==> src/rtl/apb_slave_mem.sv <==
// rtl/apb_slave_mem.sv - APB register-file slave with wait states and address error response
// Optional byte-lane write strobes are enabled by defining APB_SLV_STRB_EN.
module apb_slave_mem #(
   parameter int DEPTH       = 32,
   parameter int WAIT_STATES = 0
) (
   input  logic        PCLK,
   input  logic        PRESET,
   input  logic        PSEL,
   input  logic        PENABLE,
   input  logic        PWRITE,
   input  logic [7:0]  PADDR,
   input  logic [31:0] PWDATA,
   input  logic [3:0]  PSTRB,
   output logic        PREADY,
   output logic        PSLVERR,
   output logic [31:0] PRDATA
);

   typedef enum logic {IDLE, ACCESS} state_t;

   state_t      state, state_n;
   logic [2:0]  cnt, cnt_n;
   logic        load, complete;
   logic [7:0]  addr;
   logic        wr;
   logic [31:0] wdata;
   logic [3:0]  lanes;
   logic [5:0]  idx;
   logic        err;
   logic [31:0] mem [64];

   assign idx = addr[7:2];
   assign err = (addr[1:0] != 2'b00) || ({26'd0, idx} >= DEPTH);

`ifdef APB_SLV_STRB_EN
   logic [3:0] strb;

   always_ff @(posedge PCLK or posedge PRESET) begin
      if (PRESET)
         strb <= 4'h0;
      else if (load)
         strb <= PSTRB;
   end

   assign lanes = strb;
`else
   logic unused_strb;

   assign unused_strb = ^PSTRB;
   assign lanes       = 4'hF;
`endif

   always_ff @(posedge PCLK or posedge PRESET) begin
      if (PRESET) begin
         state <= IDLE;
         cnt   <= 3'd0;
         addr  <= 8'h00;
         wr    <= 1'b0;
         wdata <= 32'h0;
      end else begin
         state <= state_n;
         cnt   <= cnt_n;
         if (load) begin
            addr  <= PADDR;
            wr    <= PWRITE;
            wdata <= PWDATA;
         end
      end
   end

   // Outputs depend only on registered state, so PREADY has no path from the bus inputs.
   always_comb begin
      state_n  = state;
      cnt_n    = cnt;
      load     = 1'b0;
      complete = 1'b0;
      PREADY   = (state == ACCESS) && (cnt == 3'd0);
      PSLVERR  = PREADY && err;
      PRDATA   = (PREADY && !wr && !err) ? mem[idx] : 32'h0;
      case (state)
         IDLE: begin
            if (PSEL && !PENABLE) begin
               state_n = ACCESS;
               cnt_n   = 3'(WAIT_STATES);
               load    = 1'b1;
            end
         end
         ACCESS: begin
            if (!PSEL) begin
               state_n = IDLE;
               cnt_n   = 3'd0;
            end else if (cnt != 3'd0) begin
               cnt_n = cnt - 3'd1;
            end else if (PENABLE) begin
               state_n  = IDLE;
               complete = 1'b1;
            end
         end
      endcase
   end

   // Words at or beyond DEPTH are never written, so they stay constant zero.
   always_ff @(posedge PCLK or posedge PRESET) begin
      if (PRESET) begin
         for (int i = 0; i < 64; i++)
            mem[i] <= 32'h0;
      end else if (complete && wr && !err) begin
         for (int i = 0; i < 4; i++)
            if (lanes[i])
               mem[idx][8*i +: 8] <= wdata[8*i +: 8];
      end
   end

endmodule
==> config.mk <==
export PLATFORM = sky130hd
export DESIGN_NAME = apb_slave_mem
export DESIGN_NICKNAME = d
export VERILOG_FILES = /design/src/rtl/apb_slave_mem.sv
export SDC_FILE = /design/constraint.sdc
export NUM_CORES = 2
export LEC_CHECK = 0
export ABC_AREA = 1
export CORE_UTILIZATION = 53
export CTS_CLUSTER_DIAMETER = 50
export DETAILED_ROUTE_END_ITERATION = 12
export GPL_TIMING_DRIVEN = 0
export MAX_ROUTING_LAYER = met4
export PLACE_DENSITY = 0.76
export SYNTH_ARGS = -nofsm -noshare
export SYNTH_HDL_FRONTEND = slang
export SYNTH_SLANG_ARGS = --single-unit
==> constraint.sdc <==
create_clock -name PCLK -period 109 [get_ports PCLK]
set_input_delay 32.7 -clock PCLK [delete_from_list [all_inputs] [get_ports PCLK]]
set_output_delay 32.7 -clock PCLK [all_outputs]
set_load 0.005 [all_outputs]
Yosys cells after proc, flatten, opt, wreduce, memory -nomap -nowiden
Cells that the tools add are included.
Storage, ports and cells
  bits in registers: 2093
  bits of input ports: 49
  output and inout port bits: 34
  word-level logic and storage cells: 126
Cells by class
  add/subtract/negate cells: 1
  magnitude comparators: 3
  eq/ne operators: 2
  mux-type cells: 33
  bitwise logic cells: 2
  reduce and logical (&&, ||, !) cells: 16
Operators with widths (count)
  bitwise mux 2048 bit: 4
  two-way mux 2048 bit: 3
  demux 32 bit (select 6 bit): 4
  binary-select mux 32 bit (select 6 bit): 1
  two-way mux 32 bit: 4
  two-way mux 24 bit: 1
  two-way mux 16 bit: 1
  two-way mux 1 bit: 9
  two-way mux 3 bit: 3
  logical AND 1 bit: 8
  two-way mux 8 bit: 1
  >= comparator 7 bit (second input constant): 1
  < comparator 7 x 1 -> 1 bit (second input constant): 1
  inverter 6 -> 7 bit: 1
  >= comparator 6 bit (second input constant): 1
  one-hot mux 3 bit (2 select lines): 1
  zero test 1 bit: 3
  zero test 3 bit: 1
  != test 3 x 2 -> 1 bit (second input constant): 1
  nonzero test 3 bit: 1
  subtractor 3 x 1 -> 3 bit (second input constant): 1
  != test 2 bit (second input constant): 1
  one-hot mux 1 bit (2 select lines): 1
  AND reduction 2 bit: 1
  other kinds (3): 3

Logic depth before layout (Yosys ltp)
  word-level depth: 12
  mapped depth: 12
  depth with buffers taken out: 10

Worst setup path before layout
No wires, ideal clock.
  kind: reg2out
  start point: register addr[2]
  end point: output port PRDATA[31]
  arrival time: 1724 ps
  required time: 76300 ps
  path slack: 74576 ps
  cell stages (with the launch flop): 13
  path buffers: 4
  path through: dfrtp_1 buf_2 clkinv_1 buf_2 buf_2 clkbuf_1 nand2_1 nand3_1 nand2_1 o21ai_0 nand2_1 nor2_1 a21oi_1
Between the ends
  cells in the longest elaborated chain, start to end: 5
  elaborated cells between the ends (all ways): 9
  those cells by class: order compare: 1; mux: 4; bitwise: 1; reduce/logical: 3
Ends and longest elaborated chain
  start: declaration: line 25  | logic [7:0] addr;
  start signal: assignment: line 58  | addr <= 8'h00;
  start signal: assignment: line 65  | addr <= PADDR;
  inverter 6 -> 7 bit (implied by the code) / >= comparator 6 bit (equally long branches): line 80, 34
  binary-select mux 32 bit (select 6 bit) / logical OR 1 bit (equally long branches): line 80, 34
  two-way mux 32 bit (implied by the code) / zero test 1 bit (equally long branches): line 80  | PRDATA = (PREADY && !wr && !err) ? mem[idx] : 32'h0;
  two-way mux 32 bit (implied by the code) / logical AND 1 bit (equally long branches): line 80
  two-way mux 32 bit *: line 80
  end: declaration: line 17  | output logic [31:0] PRDATA
Mark *: on every way between the ends. The rest lies on a longest branch, timed or not. The select of a mux whose other input is x is not followed.

Worst setup path in the final report
  start point: register addr[2]
  end point: output port PRDATA[26]
The elaborated chain is that of the path after synthesis.

==> impl_metrics.py <==
metrics = {
    "power": {
        "leakagePower_uw": 0.0522,
        "powerDensity_nw_per_um2": 19.1,
        "ir_worst_vdd_mv": 0.0195,
    },
    "placed_design": {
        "place_congestion": 1.06,
        "dp_hpwl_um": 260000,
        "io_buffers": 78,
    },
    "global_route": {
        "grt_pass1_wl_um": 506000,
        "overflow": 0,
        "grt_pass1_vias": 74300,
        "grt_usage": 0.416,
        "grt_max_degree": 136,
        "antenna_found_initial": 42,
    },
    "floorplanning": {
        "die_area_um2": 176000,
        "die_h_um": 419,
        "start_util": 0.536,
        "die_x_um": 419,
        "ios": 83,
        "core-area_um2": 172000,
        "placementRows": 152,
    },
    "worst_setup_path": {
        "endpoint_kind": "output port",
        "cp_max_fo": 10,
        "cpLargestDelayFamily": "buffers and inverters",
        "worst_setup_path_start_kind": "flop",
        "critPathBufInv": 6,
        "arrival_ps": 6930,
        "slowest_delay_ps": 1040,
        "cp_slowest_cell": "clkbuf_1",
        "crit_chain": "buf_2 -> clkinv_1 -> buf_2 -> buf_2 -> clkbuf_1 -> nand2_1 -> nand3_1 -> nand2_1 -> o21ai_0 -> nand2_1 -> nor2_1 -> a21oi_1 -> clkdlybuf4s50_1",
        "crit_type": "flop to output port",
        "worstPathRequired_ps": 76300,
    },
    "clock_network": {
        "cts_setup_buffers": 0,
        "cts.path.max_buffers": 3,
        "clk_pin_slew_worst_paths_ps": 60,
        "cts_root_buffer": "clkbuf_16",
        "htreeDepth": 4,
        "cts_tree": "yes",
        "numCtsBuffers": 227,
        "clock_latency_ps": 880,
        "clock-sinks": 2093,
        "cts_resized": 0,
        "hold_buffers": 0,
    },
    "routing": {
        "wl_per_cell_um": 24.1,
        "firstDrtPassIters": 6,
        "ant_nets": 0,
        "vias": 79200,
        "drc": 0,
        "viasPerCell": 5.45,
        "finalWirelength_um": 351000,
        "drt_iter0_markers": 10700,
    },
    "sta": {
        "skew_ps": 36.2,
        "fin_crit_sh": 0.364,
        "setup_tns_ps": 0,
        "min_period_ps": 39630,
        "tightest_slew_ps": 1730,
        "fmax_mhz": 25.2,
        "hold_violations": 0,
        "slew_headroom": -0.162,
        "slew_viol_final": 99,
        "rsz0062_at_grt": "false",
        "setup_viol": 0,
    },
    "outcome": {
        "violations": "max-capacitance violations, max-slew violations",
        "status": "finished, violations left",
    },
    "logic_synthesis": {
        "yosysWarnings": 0,
        "avgSynthCellArea_um2": 7.90,
        "synth_cells": 11700,
        "synth_edf_count": 0,
        "yosysTopAreaCell": "dfrtp_1",
        "mappedNetlistNets": 11700,
        "yosysMostFrequentCell": "nand2_1",
        "ys_top_cells_by_count": "3320 x nand2_1, 2093 x dfrtp_1, 1653 x inv_1, 1527 x clkbuf_1, 1296 x o21ai_0",
        "synth-main-ff-cell": "dfrtp_1",
        "synthesis.area_um2": 92400,
        "ys_ff_latch": 2093,
        "synth_cell_types": 25,
        "ys_seq_area_frac": 0.567,
        "synth_top_area_frac": 0.567,
        "async_reset_ff_frac": 1.00,
        "synth.area.top_cells": "dfrtp_1 57%, nand2_1 13%, o21ai_0 7.0%",
    },
    "layout": {
        "fill_cells": 15300,
        "ff_latch_area_um2": 52400,
        "area_growth_pct": 13.0,
        "multi_input_area_um2": 27300,
        "fin_nets": 12100,
        "final_layout_size_suffix_gt1_frac": 0.0641,
        "final_util": 0.606,
    },
    "hold_path": {
        "worstHoldPathType": "flop to flop",
    },
    "job": {
        "drv_cap": 20,
    },
}
-- per-layer routing --
metal	global-route usage	part of all wire	vias up
met5	-	0	-
met4	0.233	0.066	0
met3	0.116	0.11	886
met2	0.574	0.42	3970
met1	0.551	0.40	39100
li1	-	-	35300
-- path summary, 6_finish.rpt --
kind	cells after the start	endpoint	startpoint	slack [ps]
max	13	PRDATA[26]	addr[2]	69370
min	1	mem[956]	mem[956]	450
max reg2reg	7	mem[1810]	addr[2]	104690
min reg2reg	1	mem[956]	mem[956]	450
max in group asynchronous	7	mem[133]	PRESET	73420
min in group asynchronous	2	mem[465]	PRESET	32330
-- worst reg2reg max path, stage by stage (launching register included) --
cell and delay, ps:
dfrtp_1 310, buf_2 180, clkinv_1 480, buf_2 540
nor2_1 1230, nand3_1 730, clkbuf_1 450, o21ai_0 290
-- sequential cells by signal (all words and copies together) (netlist names) --
signal,cells
addr,8
wr,1
wdata,32
cnt,3
state,1
mem,2048
-- through the flow --
step | hold slack (ps) | area (um2) | worst slack (ps) | power (uW) | instances
6_report | 447 | 104000 | 69370 | 1990 | 14600
5_1_grt | 459 | 104000 | 69570 | 2040 | 14500
4_1_cts | 452 | 104000 | 69440 | 1970 | 14500
3_5_place_dp | 438 | 96600 | 70390 | 1190 | 14100
3_3_place_gp | 432 | 96000 | -5260 | 1190 | 14100
2_1_floorplan | 421 | 92400 | 17170 | 1000 | 11700
-- area by class of cell --
cell class	count	area share
Multi-Input combinational cell	6252	0.262
Antenna cell	26	0.000623
Inverter	1658	0.0597
Clock buffer	314	0.0626
Timing Repair Buffer	101	0.0127
Buffer	1689	0.0621
Sequential cell	2093	0.502
Tap cell	2310	0.0277
Clock inverter	108	0.0115
-- layout by cell type (no fill, tap or decap), drive strengths merged --
master         count
a21oi             71
buf              184
bufinv            19
clkbuf          1842
clkdlybuf4s50     78
clkinv            68
clkinvlp          14
dfrtp           2093
diode             26
ha                 2
inv             1665
mux2               2
nand2           3336
nand3            883
nor2             312
nor3              10
o211ai            64
o21ai           1346
o22ai              2
or2              224
-- cells by family after synthesis --
kind of cell,share of synthesized area
adders and majority gates,0.000271
muxes,0.000244
buffers and inverters,0.138
DFF,0.567
AOI/OAI and AO/OA,0.0821
and+or+nand+nor,0.213
-- report_power, final --
part / internal (uW) / switching (uW) / total [uW]
clock network: 464 / 335 / 798
registers: 783 / 3.11 / 786
logic: 86.2 / 318 / 405
Note: power is estimated with default switching activity, not from simulation.
